## config.mk

```make
export PLATFORM = sky130hd
export DESIGN_NAME = led_pattern_sequencer
export DESIGN_NICKNAME = d
export VERILOG_FILES = /design/src/rtl/led_seq_pkg.sv /design/src/rtl/led_seq_table.sv /design/src/rtl/led_pattern_sequencer.sv
export SDC_FILE = /design/constraint.sdc
export NUM_CORES = 1
export LEC_CHECK = 0
export ABC_CLOCK_PERIOD_IN_PS = 5520
export CAP_MARGIN = 15
export CORE_MARGIN = 3
export CORE_UTILIZATION = 30
export DETAILED_ROUTE_END_ITERATION = 16
export GPL_ROUTABILITY_DRIVEN = 0
export SLEW_MARGIN = 20
export SYNTH_ARGS = -nofsm -noshare
export SYNTH_HDL_FRONTEND = slang
export SYNTH_HIERARCHICAL = 1
export SYNTH_SLANG_ARGS = --single-unit
```

## constraint.sdc

```tcl
create_clock -name clk -period 5.52 [get_ports clk]
set_clock_uncertainty 0.15 [all_clocks]
set_input_delay 1.104 -clock clk [delete_from_list [all_inputs] [get_ports clk]]
set_output_delay 1.104 -clock clk [all_outputs]
set_load 0.005 [all_outputs]
```

## src/rtl/led_seq_pkg.sv

```systemverilog
// Shared types for the LED pattern sequencer.
// State encoding, step record layout and status counter width.
package led_seq_pkg;

  localparam int LOOP_CNT_W_C = 16;
  localparam int STEP_LED_W_C = 4;
  localparam int STEP_DUR_W_C = 32;

  typedef enum logic [0:0] {
    ST_IDLE = 1'b0,
    ST_RUN  = 1'b1
  } led_seq_state_e;

  typedef struct packed {
    logic [STEP_LED_W_C-1:0] pattern;
    logic [STEP_DUR_W_C-1:0] duration;
  } led_step_t;

endpackage

```

## src/rtl/led_seq_table.sv

```systemverilog
// Step table: one write port, pattern and duration read combinationally.
// Contents are deliberately not reset; software programs them before start.
module led_seq_table #(
  parameter int NR_OF_LEDS_C      = 4,
  parameter int NR_OF_STEPS_C     = 8,
  parameter int DURATION_WIDTH_C  = 32,
  parameter int STEP_ADDR_WIDTH_C = $clog2(NR_OF_STEPS_C)
) (
  input  logic                         clk,
  input  logic                         wr_en,
  input  logic [STEP_ADDR_WIDTH_C-1:0] wr_addr,
  input  logic [NR_OF_LEDS_C-1:0]      wr_pattern,
  input  logic [DURATION_WIDTH_C-1:0]  wr_duration,
  input  logic [STEP_ADDR_WIDTH_C-1:0] rd_dur_addr,
  output logic [DURATION_WIDTH_C-1:0]  rd_duration,
  input  logic [STEP_ADDR_WIDTH_C-1:0] rd_pat_addr,
  output logic [NR_OF_LEDS_C-1:0]      rd_pattern
);

  logic [NR_OF_LEDS_C-1:0]     pat_q [NR_OF_STEPS_C];
  logic [DURATION_WIDTH_C-1:0] dur_q [NR_OF_STEPS_C];

  always_ff @(posedge clk) begin
    if (wr_en) begin
      pat_q[wr_addr] <= wr_pattern;
      dur_q[wr_addr] <= wr_duration;
    end
  end

  assign rd_duration = dur_q[rd_dur_addr];
  assign rd_pattern  = pat_q[rd_pat_addr];

endmodule

```

## src/rtl/led_pattern_sequencer.sv

```systemverilog
// Plays a programmable table of LED patterns, once or looping.
// Duration is read live from the table; the next pattern is preloaded at step end.
module led_pattern_sequencer
  import led_seq_pkg::*;
#(
  parameter int NR_OF_LEDS_C      = 4,
  parameter int NR_OF_STEPS_C     = 8,
  parameter int DURATION_WIDTH_C  = 32,
  parameter int STEP_ADDR_WIDTH_C = $clog2(NR_OF_STEPS_C)
) (
  input  logic                         clk,
  input  logic                         rst_n,
  input  logic                         cr_start,
  input  logic                         cr_stop,
  input  logic                         cr_loop,
  input  logic [STEP_ADDR_WIDTH_C-1:0] cr_last_step,
  input  logic [NR_OF_LEDS_C-1:0]      cr_idle_pattern,
  input  logic                         cr_tbl_wr_en,
  input  logic [STEP_ADDR_WIDTH_C-1:0] cr_tbl_wr_addr,
  input  logic [NR_OF_LEDS_C-1:0]      cr_tbl_wr_pattern,
  input  logic [DURATION_WIDTH_C-1:0]  cr_tbl_wr_duration,
  output logic [NR_OF_LEDS_C-1:0]      led_pattern,
  output logic                         sr_busy,
  output logic [STEP_ADDR_WIDTH_C-1:0] sr_step,
  output logic [LOOP_CNT_W_C-1:0]      sr_loop_count,
  output logic                         irq_done
);

  led_seq_state_e               state_q, state_d;
  logic [STEP_ADDR_WIDTH_C-1:0] step_q, step_d;
  logic [DURATION_WIDTH_C-1:0]  cnt_q, cnt_d;
  logic [NR_OF_LEDS_C-1:0]      led_q, led_d;
  logic [LOOP_CNT_W_C-1:0]      loop_q, loop_d;
  logic                         irq_q, irq_d;

  logic [DURATION_WIDTH_C-1:0]  cur_dur;
  logic [DURATION_WIDTH_C-1:0]  dur_lim;
  logic [NR_OF_LEDS_C-1:0]      nxt_pat;
  logic [STEP_ADDR_WIDTH_C-1:0] nxt_addr;
  logic [LOOP_CNT_W_C-1:0]      loop_inc;
  logic                         is_last;
  logic                         step_end;
  logic                         is_idle;

  led_seq_table #(
    .NR_OF_LEDS_C      (NR_OF_LEDS_C),
    .NR_OF_STEPS_C     (NR_OF_STEPS_C),
    .DURATION_WIDTH_C  (DURATION_WIDTH_C),
    .STEP_ADDR_WIDTH_C (STEP_ADDR_WIDTH_C)
  ) u_table (
    .clk         (clk),
    .wr_en       (cr_tbl_wr_en),
    .wr_addr     (cr_tbl_wr_addr),
    .wr_pattern  (cr_tbl_wr_pattern),
    .wr_duration (cr_tbl_wr_duration),
    .rd_dur_addr (step_q),
    .rd_duration (cur_dur),
    .rd_pat_addr (nxt_addr),
    .rd_pattern  (nxt_pat)
  );

  assign is_idle = (state_q == ST_IDLE);
  // >= so that lowering cr_last_step mid-pass still terminates the pass
  assign is_last = (step_q >= cr_last_step);

  // Duration 0 behaves as 1; >= ends a step early if shortened live
  assign dur_lim = (cur_dur == '0) ? '0
                 : cur_dur - DURATION_WIDTH_C'(1);
  assign step_end = (cnt_q >= dur_lim);

  assign nxt_addr = (is_idle || cr_start || is_last) ? '0
                  : step_q + STEP_ADDR_WIDTH_C'(1);

  assign loop_inc = (loop_q == '1) ? loop_q
                  : loop_q + LOOP_CNT_W_C'(1);

  always_comb begin
    state_d = state_q;
    step_d  = step_q;
    cnt_d   = cnt_q;
    led_d   = led_q;
    loop_d  = loop_q;
    irq_d   = 1'b0;
    unique case (state_q)
      ST_IDLE: begin
        led_d  = cr_idle_pattern;
        step_d = '0;
        cnt_d  = '0;
        if (cr_start && !cr_stop) begin
          state_d = ST_RUN;
          led_d   = nxt_pat;
          loop_d  = '0;
        end
      end
      ST_RUN: begin
        if (cr_stop) begin
          state_d = ST_IDLE;
          led_d   = cr_idle_pattern;
          step_d  = '0;
          cnt_d   = '0;
        end else if (cr_start) begin
          step_d = '0;
          cnt_d  = '0;
          led_d  = nxt_pat;
          loop_d = '0;
        end else if (!step_end) begin
          cnt_d = cnt_q + DURATION_WIDTH_C'(1);
        end else if (!is_last) begin
          step_d = nxt_addr;
          cnt_d  = '0;
          led_d  = nxt_pat;
        end else if (cr_loop) begin
          step_d = '0;
          cnt_d  = '0;
          led_d  = nxt_pat;
          loop_d = loop_inc;
        end else begin
          state_d = ST_IDLE;
          step_d  = '0;
          cnt_d   = '0;
          led_d   = cr_idle_pattern;
          loop_d  = loop_inc;
          irq_d   = 1'b1;
        end
      end
      default: state_d = ST_IDLE;
    endcase
  end

  always_ff @(posedge clk or negedge rst_n) begin
    if (!rst_n) begin
      state_q <= ST_IDLE;
      step_q  <= '0;
      cnt_q   <= '0;
      led_q   <= '0;
      loop_q  <= '0;
      irq_q   <= 1'b0;
    end else begin
      state_q <= state_d;
      step_q  <= step_d;
      cnt_q   <= cnt_d;
      led_q   <= led_d;
      loop_q  <= loop_d;
      irq_q   <= irq_d;
    end
  end

  assign led_pattern   = led_q;
  assign sr_busy       = (state_q == ST_RUN);
  assign sr_step       = step_q;
  assign sr_loop_count = loop_q;
  assign irq_done      = irq_q;

endmodule

```

==> results_dict.tcl, run 1 <==
set metrics [dict create \
    vias 8760 \
    fin_crit_sh 0.999 \
    synth_area_leaders "edfxtp_1, dfrtp_1, mux4_1" \
    clk_pin_slew_worst_paths_ns 0.06 \
    finalHoldViolations 0 \
    syn_nets 1039 \
    port_buffers 76 \
    gr-total-overflow 0 \
    drt-initial-drc-count 555 \
    antenna_found_initial 2 \
    synthArstFlopShare 0.165 \
    synth_top_cell_by_area "edfxtp_1" \
    grt_pass1_wl_um 52100 \
    numCtsBuffers 37 \
    drv_slew 0 \
    synth_ff_type "edfxtp_1" \
    power.total_mw 5.91 \
    arrival_ns 5.78 \
    cts_tree "built" \
    crit_path_max_incr_delay_ns 0.55 \
    rsz0062_at_grt "true" \
    crit_type "register to register" \
    holdWs_ns 0.392 \
    syn_inst 947 \
    cp_common_cell "or4_4" \
    yosysSeqAreaShare 0.654 \
    synth-simple-area-share 0.0834 \
    grt_pass1_vias 8967 \
    ios 77 \
    ys_seq_elements 345 \
    clock_sinks 345 \
    synth_most_common_cell "edfxtp_1" \
    slew_headroom 0.304 \
    power_leakage_nw 6.64 \
    worstHoldPathType "register to register" \
    min_period_ns 5.51 \
    synth_area_um2 15400 \
    ir_worst_vdd_mv 0.167 \
    path_cells "buf_12, mux4_2, mux2_4, or4_4, nor3_4, buf_6, nand3_4, or4_4, nor3_4, xor2_1, nand2_1, ha_4, nand4_1, nor2_2, a221o_1, a211o_1, or4_4, mux2_4" \
    track_usage 0.125 \
    powerDensity_nw_per_um2 307 \
    drive_gt1_frac 0.250 \
    cts.path.max_buffers 3 \
    wl_per_cell_um 18.6 \
    nFillCells 4703 \
    worstSkewPairLatency_ns 0.53 \
    dieArea_um2 54100 \
    syn_area_per_cell_um2 16.3 \
    die_h_um 233 \
    crit_buf_inv 2 \
    required_ns 5.78 \
    syn_to_final_growth_pct 25.1 \
    synth.area.mux_share 0.145 \
    synth-edff-count 288 \
    drv_cap 0 \
    yosysWarnings 6 \
    synth_top_area_frac 0.562 \
    core_area_um2 50500 \
    wl_um 34000 \
    htree_levels 2 \
    synth_fa_ha_area_frac 0.0325 \
    ys_types 58 \
    root_buffer "clkbuf_16" \
    tightest_slew_ns 1.04 \
    crit_family "simple AND/OR/NAND/NOR gates" \
    initial_core_util 0.305 \
    worst_path_max_delay_cell "or4_4" \
    dp_hpwl_um 21700 \
    nNetsFinal 1216 \
    synth-compound-area-share 0.0341 \
    synth_common_cells "edfxtp_1, nor2_1, nand2_1" \
    outcome "complete, no violations" \
    critPathCaptureType "register" \
    synth_xor_area_frac 0.0324 \
    grt_max_degree 58 \
    setup_violations 0 \
    synth_top_family_by_area "multiplexers" \
    drt-pass1-iter-count 4 \
    cp_max_fo 7 \
    worstSetupStartpointType "register" \
    via_per_inst 4.80 \
    die_width_um 233 \
    ant_nets 0 \
    rows 82 \
    max_freq_mhz 181 \
    drc_errors 0 \
]
## cell families after synthesis
group | after synthesis
adder cells (fa/ha/maj) | 40
XOR/XNOR | 57
AND/OR/NAND/NOR | 257
multiplexers | 113
buffers and inverters | 51
flip-flops | 345
AO/OA/AOI/OAI | 84
## metal layers
| layer | share of wire | track usage |
|---|---|---|
| met1 | 0.46 | 0.171 |
| met2 | 0.49 | 0.207 |
| met3 | 0.038 | 0.0224 |
| met4 | 0.014 | 0.0275 |
| met5 | 0.00059 | 0 |
## area by class of cell
class	count	area [um2]	share of cell area
antenna	1	2.50	0.000130
clock inverter	27	394	0.0205
clock buffer	40	947	0.0492
timing repair buffer	171	1610	0.0837
inverter	18	67.6	0.00351
sequential	345	10100	0.523
multi-input combinational	551	5320	0.276
tap	672	841	0.0436
## power breakdown
| part | total, mW | internal (mW) | switching, mW |
|---|---|---|---|
| combinational | 0.285 | 0.135 | 0.150 |
| sequential | 2.93 | 2.91 | 0.0248 |
| clock | 2.70 | 1.67 | 1.02 |
## through the flow
stage	utilization	cell area [um2]	worst slack, ns	instances	setup TNS (ns)
after floorplan	-	15400	0.0590	947	0
after global placement	0.347	17500	-0.0921	1746	-2.87
after detailed placement	0.347	17500	-0.202	1746	-7.23
after CTS	0.374	18900	0.00211	1815	0
after global routing	0.382	19300	-0.198	1824	-7.15
final	0.382	19300	0.00726	1825	0
## what timing repair did
item / in CTS / in global routing
gates resized for setup: 5 / 75
hold buffers: 0 / 0
buffers inserted: 2 / 7
pin swaps: 2 / 10
endpoints found under the hold margin: 0 / 0
cloned: 0 / 2
endpoints found under the setup margin: 53 / 57
## sequential cells by signal (all words and copies together), names as in the netlist
name,count
u_table/dur_q,256
cnt_q,32
u_table/pat_q,32
sr_loop_count,16
led_pattern,4
sr_step,3
irq_done,1
sr_busy,1
## placed cells by master, fill, tap and decap left out, types with 6 or more instances in the layout
cell             netlist  layout
edfxtp_1             288     288
buf_4                  0      79
clkdlybuf4s50_1        0      75
nor2_1                82      65
nand2_1               62      61
dfrtp_1               57      55
clkbuf_16              0      39
ha_1                  40      38
mux4_2                32      36
mux4_1                40      36
xor2_1                32      32
mux2_2                36      32
xnor2_1               25      25
nand3_1               23      23
a21oi_1               25      21
inv_1                 18      18
nand4_1               15      15
o21ai_0               22      14
nor2_4                 0      13
nor3_1                15      12
nand2b_1               9       9
bufinv_16              0       9
buf_6                 11       7
or3_1                  6       6
and3_1                 7       6
o21ai_2                0       6
buf_12                 0       6
## worst paths after layout
check | start | to | slack (ns) | cells past startpoint
setup / recovery | sr_step[0]$_DFFE_PN0P_ | sr_step[2]$_DFFE_PN0P_ | 0.007 | 18
hold / removal | cnt_q[0]$_DFF_PN0_ | cnt_q[0]$_DFF_PN0_ | 0.39 | 1
setup reg to reg | sr_step[0]$_DFFE_PN0P_ | sr_step[2]$_DFFE_PN0P_ | 0.007 | 18
hold reg to reg | cnt_q[0]$_DFF_PN0_ | cnt_q[0]$_DFF_PN0_ | 0.39 | 1
max in group asynchronous | rst_n | sr_step[0]$_DFFE_PN0P_ | 4.02 | 2
min in group asynchronous | rst_n | sr_loop_count[5]$_DFFE_PN0P_ | 0.59 | 2
No activity file was read; power rests on OpenSTA's default activity.
==> run 2: changes to the inputs <==
--- a/config.mk
+++ b/config.mk
@@ -10,6 +10,7 @@
 export CORE_MARGIN = 3
 export CORE_UTILIZATION = 30
 export DETAILED_ROUTE_END_ITERATION = 16
+export DONT_BUFFER_PORTS = 1
 export GPL_ROUTABILITY_DRIVEN = 0
 export SLEW_MARGIN = 20
 export SYNTH_ARGS = -nofsm -noshare
==> run 2 against run 1 <==
Net effect: the run now ends with negative setup slack left; sequential share of layout area rose by 1.2 points; critical path depth rose by 3; flip-flop and latch count did not move; routed wire length fell by 0.31%; die area did not move; critical path type unchanged; largest cell class unchanged.
==> results_dict.tcl, run 2 (same netlist as run 1, synthesis figures left out) <==
set metrics [dict create \
    worstSkewPairLatency_ns 0.56 \
    syn_to_final_growth_pct 22.2 \
    root_buffer "clkbuf_16" \
    antennaDiodeCount 0 \
    die_h_um 233 \
    worstHoldPathType "input port to async pin" \
    ant_nets 0 \
    dr_wl_met3_um 2150 \
    grt_max_degree 58 \
    drc_errors 0 \
    track_usage 0.124 \
    hold_buffers 0 \
    finalHoldViolations 0 \
    violations "negative setup slack" \
    wl_met1_um 14700 \
    wl_per_cell_um 18.9 \
    htree_levels 2 \
    ir_worst_vdd_mv 0.193 \
    dp_hpwl_um 21000 \
    drt-initial-drc-count 627 \
    grt_pass1_vias 8790 \
    crit_type "register to register" \
    final_common_cell "edfxtp_1" \
    grt_pass1_wl_um 51500 \
    reg_top3 "u_table/dur_q (256), cnt_q (32), u_table/pat_q (32)" \
    seqCellArea_um2 10100 \
    drive_gt1_frac 0.291 \
    drv_cap 0 \
    largest_reg_flops 256 \
    stdcell_count 1791 \
    met2_length_um 16400 \
    via_per_inst 4.81 \
    numCtsBuffers 39 \
    max_freq_mhz 177 \
    cts_tree "built" \
    initial_core_util 0.305 \
    final_cell_mix "edfxtp_1, buf_4, nor2_1" \
    clock_sinks 345 \
    drt-pass1-iter-count 4 \
    dp.cells 1691 \
    slew_headroom 0.381 \
    nFillCells 4734 \
    core_area_um2 50500 \
    holdWs_ns 0.0952 \
    wl_um 33900 \
    arrival_ns 5.97 \
    clk_pin_slew_worst_paths_ns 0.07 \
    cp_max_fo 8 \
    drv_slew 0 \
    multi_input_area_um2 5330 \
    die_width_um 233 \
    gr-total-overflow 0 \
    dieArea_um2 54100 \
    worst_slack_ns -0.129 \
    antenna_found_initial 0 \
    critPathCaptureType "register" \
    power_leakage_nw 6.59 \
    fin_crit_sh 1.02 \
    vias 8617 \
    required_ns 5.84 \
    cts.path.max_buffers 3 \
    port_buffers 0 \
    top_layer "met4" \
    outcome "finished with violations" \
    setup_violations 39 \
    tightest_slew_ns 0.926 \
    rsz0062_at_grt "true" \
    nNetsFinal 1182 \
    min_period_ns 5.65 \
    ios 77 \
    powerDensity_nw_per_um2 303 \
    rows 82 \
    regMostFlops "u_table/dur_q" \
    worstSetupStartpointType "register" \
]
==> run 2: cell count changes in the layout (fill, tap and decap cells not counted), sizes merged <==
cell / change
inv: -1
clkinv: +6
clkinvlp: -3
clkdlybuf4s50: -75
bufinv: -4
clkbuf: +3
bufbuf: +2
diode: -1
buf: +39
==> run 2: layout make-up <==
type                       count  area share
sequential                   345       0.536
multi-input combinational    551       0.283
timing repair buffer         135      0.0653
clock buffer                  45      0.0530
tap                          672      0.0447
clock inverter                25      0.0145
inverter                      18     0.00359
==> run 2: final timing paths <==
kind / slack (ns) / start / cells after the start / endpoint
setup / recovery: -0.13 / sr_step[0]$_DFFE_PN0P_ / 21 / cnt_q[31]$_DFF_PN0_
hold / removal: 0.1 / rst_n / 0 / cnt_q[16]$_DFF_PN0_
setup reg to reg: -0.13 / sr_step[0]$_DFFE_PN0P_ / 21 / cnt_q[31]$_DFF_PN0_
hold reg to reg: 0.37 / cnt_q[0]$_DFF_PN0_ / 1 / cnt_q[0]$_DFF_PN0_
max in group asynchronous: 4.98 / rst_n / 0 / sr_step[2]$_DFFE_PN0P_
min in group clk: 0.37 / cnt_q[0]$_DFF_PN0_ / 1 / cnt_q[0]$_DFF_PN0_
==> run 2: per-stage QoR <==
stage	utilization	setup TNS, ns	area (um2)	setup slack, ns	power [mW]
floorplan	-	0	15400	0.0590	3.11
global placement	0.335	-16.38	16900	-0.431	3.17
detailed placement	0.335	-15.65	16900	-0.422	3.18
CTS	0.368	-4.74	18600	-0.151	5.76
global route	0.373	-12.36	18800	-0.322	5.90
finish	0.373	-3.82	18800	-0.129	5.70
==> run 2: critical path, stage by stage (launching register included) <==
cell and delay (ns):
dfrtp_4 0.54, buf_12 0.17, buf_6 0.11, mux4_2 0.40, mux2_4 0.29, or4_4 0.56
nor3_4 0.15, nand3_2 0.12, or4_4 0.49, nor4_4 0.16, xor2_1 0.17, nand2_1 0.08
ha_1 0.29, nand4_1 0.13, nor2_2 0.05, a221o_1 0.30, a211o_1 0.28, buf_6 0.14
or4_4 0.54, buf_4 0.17, buf_12 0.14, a21oi_2 0.11
==> run 2: report_power, final <==
group | internal, mW | leakage [nW] | total [mW] | switching, mW
Sequential | 2.91 | 3.39 | 2.93 | 0.0243
Clock | 1.54 | 0.620 | 2.56 | 1.02
Combinational | 0.0995 | 2.57 | 0.205 | 0.106
Total | 4.55 | 6.59 | 5.70 | 1.15
==> run 2: metal layers <==
metal,GRT usage,up-vias
li1,-,3998
met3,0.0378,47
met2,0.205,155
met5,0,-
met4,0.0287,0
met1,0.162,4417
==> run 2: what timing repair did <==
| item | 4_1_cts | 5_1_grt |
|---|---|---|
| setup endpoints to repair | 55 | 56 |
| pin swaps | 1 | 5 |
| resized for setup | 47 | 34 |
| setup buffers | 8 | 18 |
| gates cloned | 4 | 1 |
==> run 3: changes to the inputs <==
--- a/config.mk
+++ b/config.mk
@@ -6,12 +6,12 @@
 export NUM_CORES = 1
 export LEC_CHECK = 0
 export ABC_CLOCK_PERIOD_IN_PS = 5520
-export CAP_MARGIN = 15
+export CAP_MARGIN = 10
 export CORE_MARGIN = 3
 export CORE_UTILIZATION = 30
 export DETAILED_ROUTE_END_ITERATION = 16
 export DONT_BUFFER_PORTS = 1
-export GPL_ROUTABILITY_DRIVEN = 0
+export SKIP_LAST_GASP = 1
 export SLEW_MARGIN = 20
 export SYNTH_ARGS = -nofsm -noshare
 export SYNTH_HDL_FRONTEND = slang
==> run 3 against run 2 <==
Net effect: the run still ends with negative setup slack left; cell area rose by 0.43%; flip-flop and latch count did not move; sequential power barely moved; first-iteration DRC count fell by 5.9%; total power barely moved; critical path depth did not move; sequential share of layout area fell by 0.23 points; largest cell class unchanged.
==> results_dict.tcl, run 3 (same netlist as run 1, synthesis figures left out) <==
set metrics [dict create \
    crit_type "register to register" \
    port_buffers 0 \
    dieArea_um2 54100 \
    wl_um 33900 \
    ir_worst_vdd_mv 0.194 \
    die_h_um 233 \
    power_leakage_nw 6.60 \
    outcome "finished with violations" \
    grt_pass1_wl_um 51500 \
    nNetsFinal 1183 \
    drc_errors 0 \
    core_area_um2 50500 \
    antennaDiodeCount 0 \
    drive_gt1_frac 0.296 \
    ios 77 \
    arrival_ns 6.00 \
    r2r_start "sr_step[0]$_DFFE_PN0P_" \
    root_buffer "clkbuf_16" \
    htree_levels 2 \
    finalHoldViolations 0 \
    worstSetupStartpointType "register" \
    worst_slack_ns -0.153 \
    timing.reg2reg.setup_slack_ns -0.15 \
    worstHoldPathType "input port to async pin" \
    required_ns 5.85 \
    rsz0062_at_grt "true" \
    clock_sinks 345 \
    final_common_cell "edfxtp_1" \
    die_width_um 233 \
    drv_cap 0 \
    initial_core_util 0.305 \
    final_cell_mix "edfxtp_1, buf_4, nand2_1, nor2_1, dfrtp_1" \
    r2r-end "cnt_q[6]$_DFF_PN0_" \
    fin_crit_sh 1.03 \
    numCtsBuffers 39 \
    min_period_ns 5.67 \
    setup_violations 33 \
    cp-startpoint "sr_step[0]$_DFFE_PN0P_" \
    cp_max_fo 8 \
    reg_top3 "u_table/dur_q (256), cnt_q (32), u_table/pat_q (32)" \
    cts_tree "built" \
    drv_slew 0 \
    grt_max_degree 58 \
    critPathCaptureType "register" \
    clk_pin_slew_worst_paths_ns 0.07 \
    gr-total-overflow 0 \
    tightest_slew_ns 0.930 \
    track_usage 0.124 \
    power.total_mw 5.70 \
    ant_nets 0 \
    vias 8616 \
    grt_pass1_vias 8780 \
    antenna_found_initial 0 \
    regMostFlops "u_table/dur_q" \
    violations "negative setup slack" \
    via_per_inst 4.81 \
    dp_hpwl_um 21000 \
    drt-pass1-iter-count 5 \
    max_freq_mhz 176 \
    gp_congestion 0.806 \
    holdWs_ns 0.0961 \
    wl_per_cell_um 18.9 \
    worstSkewPairLatency_ns 0.56 \
    cts.path.max_buffers 3 \
    slew_headroom 0.379 \
    reg2reg_depth 21 \
    largest_reg_flops 256 \
    rows 82 \
    drt-initial-drc-count 590 \
    syn_to_final_growth_pct 22.8 \
    powerDensity_nw_per_um2 301 \
]
## run 3: cell type report
type,instances,area [um2]
fillers,4727,31600
flip-flops and latches,345,10100
multi-input cells,551,5390
repair buffers,136,1260
clock buffers,45,998
well taps,672,841
clock inverters,25,273
inverters,18,67.6
## run 3: worst max path at each step
stage	to	slack, ns	cells after the start
after floorplan	sr_step[2]$_DFFE_PN0P_	0.06	19
after global placement	sr_loop_count[15]$_DFFE_PN0P_	-0.43	20
after detailed placement	sr_loop_count[5]$_DFFE_PN0P_	-0.42	19
after CTS	cnt_q[11]$_DFF_PN0_	-0.15	20
after global routing	cnt_q[5]$_DFF_PN0_	-0.34	21
final	cnt_q[6]$_DFF_PN0_	-0.15	21
## run 3: per-layer routing
layer  global-route usage  vias up  part of all wire
met1                0.162     4399              0.43
met3               0.0378       45             0.067
li1                     -     4000                 -
met5                    0        -                 0
met2                0.205      172              0.48
met4               0.0287        0             0.018
## run 3: repair_timing
action	CTS	global route
hold buffers	0	0
pin swaps	0	15
resized for setup	44	50
endpoints found under the setup margin	55	56
setup buffers	8	18
gates cloned	4	2
## run 3: metrics by stage
step,setup slack [ns],util,setup TNS (ns),cell area [um2],cells
2_1_floorplan,0.0590,-,0,15400,947
5_1_grt,-0.335,0.375,-12.61,18900,1792
6_report,-0.153,0.375,-3.92,18900,1792
4_1_cts,-0.151,0.368,-4.80,18600,1773
3_3_place_gp,-0.431,0.335,-16.38,16900,1691
3_5_place_dp,-0.422,0.335,-15.65,16900,1691
## run 3: power by group
| group | internal [mW] | switching [mW] | total (mW) |
|---|---|---|---|
| sequential | 2.91 | 0.0244 | 2.93 |
| clock | 1.54 | 1.02 | 2.56 |
| combinational | 0.101 | 0.107 | 0.208 |
| total | 4.55 | 1.15 | 5.70 |
## run 3: worst max-delay path, stage by stage (launching register included)
cell and delay (ns):
dfrtp_4 0.54, buf_12 0.17, buf_6 0.11, mux4_2 0.40, mux2_4 0.29, or4_4 0.56, nor3_4 0.15, nand3_2 0.12
or4_4 0.49, nor4_4 0.16, xor2_1 0.17, nand2_1 0.08, ha_1 0.29, nand4_1 0.13, nor2_2 0.05, a221o_1 0.30
a211o_1 0.28, buf_6 0.14, or4_4 0.57, buf_4 0.19, clkbuf_16 0.15, nor2_1 0.09
